==> src/rtl/seq_alu.sv <==
// Handshaked ALU: single-cycle add/sub/logic/slt, iterative sll and shift-add multiply.
// Holds one operation at a time; result and flags are registered and held through DONE.
module seq_alu #(
  parameter int unsigned WIDTH = 32
) (
  input  logic             clk,
  input  logic             rst,
  input  logic             in_valid,
  output logic             in_ready,
  input  logic [WIDTH-1:0] data_1,
  input  logic [WIDTH-1:0] data_2,
  input  logic [2:0]       alu_control,
  output logic             out_valid,
  input  logic             out_ready,
  output logic [WIDTH-1:0] result,
  output logic             zero_flag,
  output logic             carry_flag,
  output logic             overflow_flag,
  output logic             negative_flag,
  output logic             busy
);

  localparam int unsigned SHW = $clog2(WIDTH);
  localparam int unsigned CW  = SHW + 1;

  typedef enum logic [1:0] {StIdle, StBusy, StDone} state_e;

  state_e               state_q, state_d;
  logic [2:0]           op_q, op_d;
  logic [2*WIDTH-1:0]   acc_q, acc_d;
  logic [2*WIDTH-1:0]   mcand_q, mcand_d;
  logic [WIDTH-1:0]     mplier_q, mplier_d;
  logic [CW-1:0]        cnt_q, cnt_d;
  logic [WIDTH-1:0]     result_q, result_d;
  logic                 zero_q, zero_d, carry_q, carry_d;
  logic                 ovf_q, ovf_d, neg_q, neg_d;
  logic                 load;

  logic [WIDTH:0]       sum, diff;
  logic [2*WIDTH-1:0]   acc_next;

  assign sum  = {1'b0, data_1} + {1'b0, data_2};
  assign diff = {1'b0, data_1} - {1'b0, data_2};
  assign acc_next = mplier_q[0] ? acc_q + mcand_q : acc_q;

  always_comb begin
    state_d  = state_q;
    op_d     = op_q;
    acc_d    = acc_q;
    mcand_d  = mcand_q;
    mplier_d = mplier_q;
    cnt_d    = cnt_q;
    result_d = result_q;
    carry_d  = carry_q;
    ovf_d    = ovf_q;
    zero_d   = zero_q;
    neg_d    = neg_q;
    load     = 1'b0;
    unique case (state_q)
      StIdle: begin
        if (in_valid) begin
          op_d    = alu_control;
          carry_d = 1'b0;
          ovf_d   = 1'b0;
          load    = 1'b1;
          state_d = StDone;
          unique case (alu_control)
            3'b000: begin
              result_d = sum[WIDTH-1:0];
              carry_d  = sum[WIDTH];
              ovf_d    = (data_1[WIDTH-1] == data_2[WIDTH-1]) &&
                         (sum[WIDTH-1] != data_1[WIDTH-1]);
            end
            3'b001: begin
              result_d = diff[WIDTH-1:0];
              carry_d  = diff[WIDTH];
              ovf_d    = (data_1[WIDTH-1] != data_2[WIDTH-1]) &&
                         (diff[WIDTH-1] != data_1[WIDTH-1]);
            end
            3'b010: result_d = data_1 & data_2;
            3'b011: result_d = data_1 | data_2;
            3'b100: result_d = data_1 ^ data_2;
            3'b101: result_d = WIDTH'($signed(data_1) < $signed(data_2));
            3'b110: begin
              if (data_2[SHW-1:0] == '0) begin
                result_d = data_1;
              end else begin
                load    = 1'b0;
                acc_d   = {{WIDTH{1'b0}}, data_1};
                cnt_d   = CW'(data_2[SHW-1:0]);
                state_d = StBusy;
              end
            end
            default: begin
              load     = 1'b0;
              acc_d    = '0;
              mcand_d  = {{WIDTH{1'b0}}, data_1};
              mplier_d = data_2;
              cnt_d    = CW'(WIDTH);
              state_d  = StBusy;
            end
          endcase
        end
      end
      StBusy: begin
        cnt_d = cnt_q - CW'(1);
        if (op_q == 3'b111) begin
          acc_d    = acc_next;
          mcand_d  = mcand_q << 1;
          mplier_d = mplier_q >> 1;
          if (cnt_q == CW'(1)) begin
            result_d = acc_next[WIDTH-1:0];
            carry_d  = |acc_next[2*WIDTH-1:WIDTH];
            load     = 1'b1;
            state_d  = StDone;
          end
        end else begin
          acc_d = acc_q << 1;
          if (cnt_q == CW'(1)) begin
            // Bit leaving the top on the final shift is the carry
            result_d = {acc_q[WIDTH-2:0], 1'b0};
            carry_d  = acc_q[WIDTH-1];
            load     = 1'b1;
            state_d  = StDone;
          end
        end
      end
      StDone: begin
        if (out_ready) state_d = StIdle;
      end
      default: state_d = StIdle;
    endcase
    if (load) begin
      zero_d = (result_d == '0);
      neg_d  = result_d[WIDTH-1];
    end
  end

  always_ff @(posedge clk) begin
    if (rst) begin
      state_q  <= StIdle;
      op_q     <= '0;
      acc_q    <= '0;
      mcand_q  <= '0;
      mplier_q <= '0;
      cnt_q    <= '0;
      result_q <= '0;
      zero_q   <= 1'b0;
      carry_q  <= 1'b0;
      ovf_q    <= 1'b0;
      neg_q    <= 1'b0;
    end else begin
      state_q  <= state_d;
      op_q     <= op_d;
      acc_q    <= acc_d;
      mcand_q  <= mcand_d;
      mplier_q <= mplier_d;
      cnt_q    <= cnt_d;
      result_q <= result_d;
      zero_q   <= zero_d;
      carry_q  <= carry_d;
      ovf_q    <= ovf_d;
      neg_q    <= neg_d;
    end
  end

  assign in_ready      = (state_q == StIdle);
  assign out_valid     = (state_q == StDone);
  assign busy          = (state_q != StIdle);
  assign result        = result_q;
  assign zero_flag     = zero_q;
  assign carry_flag    = carry_q;
  assign overflow_flag = ovf_q;
  assign negative_flag = neg_q;

endmodule

==> config.mk <==
export PLATFORM = sky130hd
export DESIGN_NAME = seq_alu
export DESIGN_NICKNAME = d
export VERILOG_FILES = /design/src/rtl/seq_alu.sv
export SDC_FILE = /design/constraint.sdc
export NUM_CORES = 1
export LEC_CHECK = 0
export ABC_AREA = 0
export CELL_PAD_IN_SITES_DETAIL_PLACEMENT = 1
export CELL_PAD_IN_SITES_GLOBAL_PLACEMENT = 2
export CORE_UTILIZATION = 36
export DETAILED_ROUTE_END_ITERATION = 10
export PLACE_DENSITY_LB_ADDON = 0.1
export SETUP_SLACK_MARGIN = 0.5
export SYNTH_ARGS = -nofsm -noshare
export SYNTH_HDL_FRONTEND = slang
export SYNTH_SLANG_ARGS = --single-unit
==> constraint.sdc <==
create_clock -name clk -period 4.9 [get_ports clk]
set_input_delay 0.735 -clock clk [delete_from_list [all_inputs] [get_ports clk]]
set_output_delay 0.735 -clock clk [all_outputs]
set_load 0.1 [all_outputs]
Word-level counts from Yosys, hierarchy flattened
Index checks and enable logic that the tools add are counted.
W data, S select, Z words.
- add/sub/neg operators: 4
- order comparisons: 1
- equality and inequality tests: 21
- muxes and demuxes: 43
- bitwise logic cells: 3
- reductions and logical operators: 16
- operators by type and width (cell ; count):
    $mux W64 ; 7
    $pmux W64 S2 ; 3
    $mux W32 ; 8
    $pmux W32 S7 ; 1
    $pmux W32 S2 ; 2
    $add A64 B64 Y64 ; 1
    $add A32 B32 Y33 ; 1
    $sub A32 B32 Y33 ; 1
    $and A32 B32 Y32 ; 1
    $logic_not A32 Y1 ; 1
    $lt A32 B32 Y1 ; 1
    $or A32 B32 Y32 ; 1
    $reduce_or A32 Y1 ; 1
    $xor A32 B32 Y32 ; 1
    $pmux W6 S2 ; 2
    $eq A3 B3 Y1 const B ; 4
    $mux W6 ; 2
    $ne A2 B2 Y1 const B ; 5
    $pmux W1 S2 ; 5
    $mux W2 ; 4
    $reduce_and A4 Y1 ; 2
    $mux W1 ; 7
    $reduce_or A7 Y1 ; 1
    $eq A3 B2 Y1 const B ; 2
    19 further kinds ; 24
- register bits: 207
- input bits: 71
- output and inout bits: 39
- logic and storage cells: 99

Longest topological paths before layout
- depth after elaboration: 6
- depth in mapped cells: 15
- gate-level depth less buffers: 15

Worst setup path before layout
Ideal clock, no wire load.
- path type: in2reg
- start: in data_1[10]
- end: reg zero_q (netlist: zero_flag)
- library setup time: 0.058 ns
- arrival: 3.933 ns
- data required time: 4.842 ns
- setup slack: 0.910 ns
- stages on the path: 15
- buffers on the path: 1
- path through: inv_1 > ha_1 > clkbuf_1 > or4_1 > or4_1 > a21oi_1 > nor3_1 > a21oi_2 > a21oi_1 > o31ai_1 > mux2_2 > nor3_1 > and2_0 > and4b_1 > a31o_2
- cells in the longest elaborated chain, start to end: 5
- elaborated cells on any way between the ends: 11
- those cells by class: add/sub: 2; order compare: 1; mux: 4; bitwise: 3; reduce/logical: 1
- RTL lines (what ; RTL line ; text):
    start, declared ; 10 ; input logic [WIDTH-1:0] data_1,
    $sub A32 B32 Y33 (tied with other cells) ; 43 ; assign diff = {1'b0, data_1} - {1'b0, data_2};
    $pmux W32 S7 (*) ; 67 ; unique case (alu_control)
    $mux W32 (*) ; 61 ; if (in_valid) begin
    $pmux W32 S2 (*) ; 59 ; unique case (state_q)
    $logic_not A32 Y1 (*) ; 134 ; zero_d = (result_d == '0);
    end signal, assigned ; 160 ; zero_q <= zero_d;
    end, declared ; 35 ; logic zero_q, zero_d, carry_q, carry_d;
Mark *: on every way between the ends. The rest lies on a longest branch, timed or not.
A chain may end at the register's enable or synchronous reset.

Worst setup path after layout
- start: in data_1[14]
- end: reg neg_q (netlist: negative_flag)
- cells in the longest elaborated chain, start to end: 4
- elaborated cells on any way between the ends: 5
- those cells by class: add/sub: 2; mux: 3
- RTL lines (what ; RTL line ; text):
    $sub A32 B32 Y33 or $add A32 B32 Y33 (tied branches) ; 43, 42 ;
    $pmux W32 S7 (*) ; 67 ;
    $mux W32 (*) ; 61 ;
    $pmux W32 S2 (*) ; 59 ;
    end signal, assigned ; 163 ; neg_q <= neg_d;
    end, declared ; 36 ; logic ovf_q, ovf_d, neg_q, neg_d;
Marks and branches as above.

==> results.cfg <==
[clock_network]
clk_pin_slew_worst_paths_ns = 0.06
cts_buffer_depth = 3
h-tree-depth = 1
cts-hold-fix-buffers = 0
tritoncts = yes
tritoncts_num_sinks = 207
clkLatencyLatePin_ns = 0.61
clock-root-buffer = clkbuf_16
cts-buffers-inserted = 29

[critical_path]
type_of_element_launching_the_critical_path = input pin
r2r_start = mcand_q[14]
worst_path_max_delay_cell = clkdlybuf4s50_1
worst_r2r_endpoint = carry_flag
criticalPathCategory = in2reg
cell_breakdown_of_the_critical_path = clkdlybuf4s50_1, inv_1, ha_1, buf_4, inv_1, buf_4, nor2_1, o2111ai_1, o2111ai_2, buf_4, buf_4, nand4_1, buf_4, a21oi_1, a211oi_2, a32oi_1, buf_4, a2bb2oi_1, buf_4, nor2_1, a21oi_1, nor2_1
cp-end-kind = register
worst-r2r-setup-slack_ns = 0.56
worst-endpoint-arrival_ns = 4.85
worst_path_largest_cell_delay_ns = 0.56
reg2reg_path_depth = 14
maximum_net_fanout_on_the_critical_path = 10
cpMostUsedCell = buf_4
critical_path_required_time_ns = 5.37

[finish]
layout.cells.non_filler = 3861
finalInstanceArea_sq_mm = 0.0253
seq_area_sq_mm = 0.00416
multi_input_area_sq_mm = 0.0152
nFillCells = 6977
area_growth_pct = 25.5
drive_gt1_share_pct = 16.1
final_core_utilization_pct = 45.8
layout.nets = 3334

[grt]
grt_start_max_net_pins = 122
grtUsageTotal_pct = 37.8
grt_first_pass_wirelength_microns = 162000
gr-total-overflow = 0
number_of_global_route_vias_before_repair = 24600
grt_antenna_before_repair = 7

[drt]
drt-wirelength-per-cell_microns = 28.6
drt-vias-per-instance = 6.40
detailed_route_wire_length_microns = 110000
dr_wl_met2_microns = 49000
top_layer = met5
drc = 0
vias = 24700
detail_route.wirelength.met1_microns = 47800
detailedRoute.firstIterationViolations = 2037
dr.pass1.iters = 6
route.met3.wl_microns = 7690
route.antenna.remaining_nets = 0

[floorplanning]
start_util_pct = 36.5
placement_rows = 86
design.die.area_sq_mm = 0.0569
boundary_pins = 110
core_area_sq_mm = 0.0552
die_span_in_x_microns = 239
die_height_microns = 239

[synth]
async_reset_ff_share_pct = 0
synthDominantAreaCellType = dfxtp_1
synth_top_cells_by_area = dfxtp_1, ha_1, a21oi_1
mappedNetlistNets = 3090
synth_edf_count = 0
netlist_instances = 2849
syn-cell-area_sq_mm = 0.0201
post_synth_num_cell_types = 88
synth.avg_cell_area_sq_um = 7.07
ys_seq_area_share_pct = 20.6
synth_seq_cells = 207
dominantRegCellSynth = dfxtp_1
synth_most_common_cell = nor2_1
synth_top_cell_area_share_pct = 20.6
synth.yosys.warnings = 0
synth.cells.most_frequent = nor2_1, nand2_1, a21oi_1, dfxtp_1, clkbuf_1

[status]
run_status = complete, no violations

[timing]
hold_viol = 0
relSlewSlack_pct = 29.3
timing_max_transition_violations_final = 0
max_freq_mhz = 228
timing.final.ws_setup_ns = 0.517
timing.clock.skew_ns = 0.0248
final.hold.worst_slack_ns = 0.479
setup_repair_after_global_routing_missed_its_margin = true
final.min_clock_period_ns = 4.38
min_period_over_period_pct = 89.4
timing.final.setup_violations = 0
measured_slew_at_the_worst_slew_check_pin_ns = 1.06
setup_tns_ns = 0

[placement]
finalWeightedCongestion = 0.982
placement_cell_area_sq_mm = 0.0238
place_worst_setup_slack_ns = -0.387
io_buffer_count = 109
dpl.cell_count = 3802
hpwlAfterDp_microns = 84700

[hold_path]
worstHoldPathType = reg2reg
hold_path_startpoint = mplier_q[19]
worst_hold_path.num_cells = 2
min_delay_worst_endpoint = mplier_q[18]

[power_and_ir_drop]
p_per_area_mw_per_mm2 = 242
leakage_nw = 10.3
post-layout-total-power_mw = 6.11
worst_ir_drop_vdd_mv = 0.263

[flow_run]
max_cap_viol_count = 0
power breakdown:
group | switching (mW) | internal [mW] | total, mW
Combinational | 1.37 | 0.719 | 2.09
Clock | 0.905 | 1.27 | 2.17
Sequential | 0.100 | 1.75 | 1.85
Total | 2.37 | 3.74 | 6.11
worst max path at each step:
stage	startpoint	end	slack, ns	depth (start not counted)
final	data_1[14]	negative_flag	0.52	22
after global routing	data_1[3]	zero_flag	0.42	18
after CTS	mcand_q[12]	carry_flag	0.49	16
after detailed placement	data_1[1]	zero_flag	-0.39	19
after global placement	data_1[16]	zero_flag	-0.49	18
after floorplan	data_1[10]	zero_flag	0.91	15
layer usage:
metal	vias to the layer above	global-route usage [%]
met5	-	0
met4	10	17.1
met3	268	5.43
met2	986	60.7
met1	12400	49.9
li1	11000	-
cell type report:
type                            count  area share (%)
Multi-Input combinational cell   2302            60.2
Sequential cell                   207            16.4
Timing Repair Buffer              424            14.0
Tap cell                          748            3.70
Clock buffer                       36            3.09
Inverter                          129            1.92
Clock inverter                     12           0.559
Antenna cell                        3          0.0297
critical path: cells and delay by family:
family | cells | cell delay (ns)
compound gates | 7 | 1.53
fa+ha+maj | 1 | 0.34
buf+inv | 10 | 1.97
simple gates | 4 | 0.28
placed cells by master (no fill, tap or decap), drive strengths merged, types with 19 or more instances in the layout:
cell and count:
a22oi 63, xor2 23, mux2i 28, o21ai 152, o21a 19, a221oi 25
a222oi 25, nor2b 26, o31ai 30, buf 318, inv 129, ha 167
nand4 37, clkdlybuf4s50 104, and3 24, a21o 56, nand2 323, nand3 62
a21oi 285, nor2 351, a311oi 71, clkbuf 36, o211ai 32, xnor2 45
a211oi 37, dfxtp 207, nor3 66, a31oi 29
cell families (layout without fill, tap and decap cells):
group / after synthesis / count (layout) / synth area share, %
other: 0 / 3 / 0
adders and majority gates: 170 / 170 / 10.7
AOI/OAI and AO/OA: 1009 / 1009 / 34.3
xor gates and xnor gates: 68 / 68 / 2.96
muxes: 45 / 45 / 2.34
DFF: 207 / 207 / 20.6
and+or+nand+nor: 1010 / 1010 / 22.8
buffers and inverters: 340 / 601 / 6.39
state kept, by name, indices dropped and copies added (netlist names):
| signal | count |
|---|---|
| zero_flag | 1 |
| mplier_q | 32 |
| result | 32 |
| cnt_q | 6 |
| op_q | 3 |
| overflow_flag | 1 |
| negative_flag | 1 |
| mcand_q | 64 |
| carry_flag | 1 |
| acc_q | 64 |
| state_q | 2 |
repair_timing:
| action | CTS | global route |
|---|---|---|
| resized for setup | 27 | 74 |
| pin swaps | 7 | 25 |
| setup buffers | 1 | 7 |
| endpoints found under the setup margin | 3 | 8 |
No activity file was read; power rests on OpenSTA's default activity.
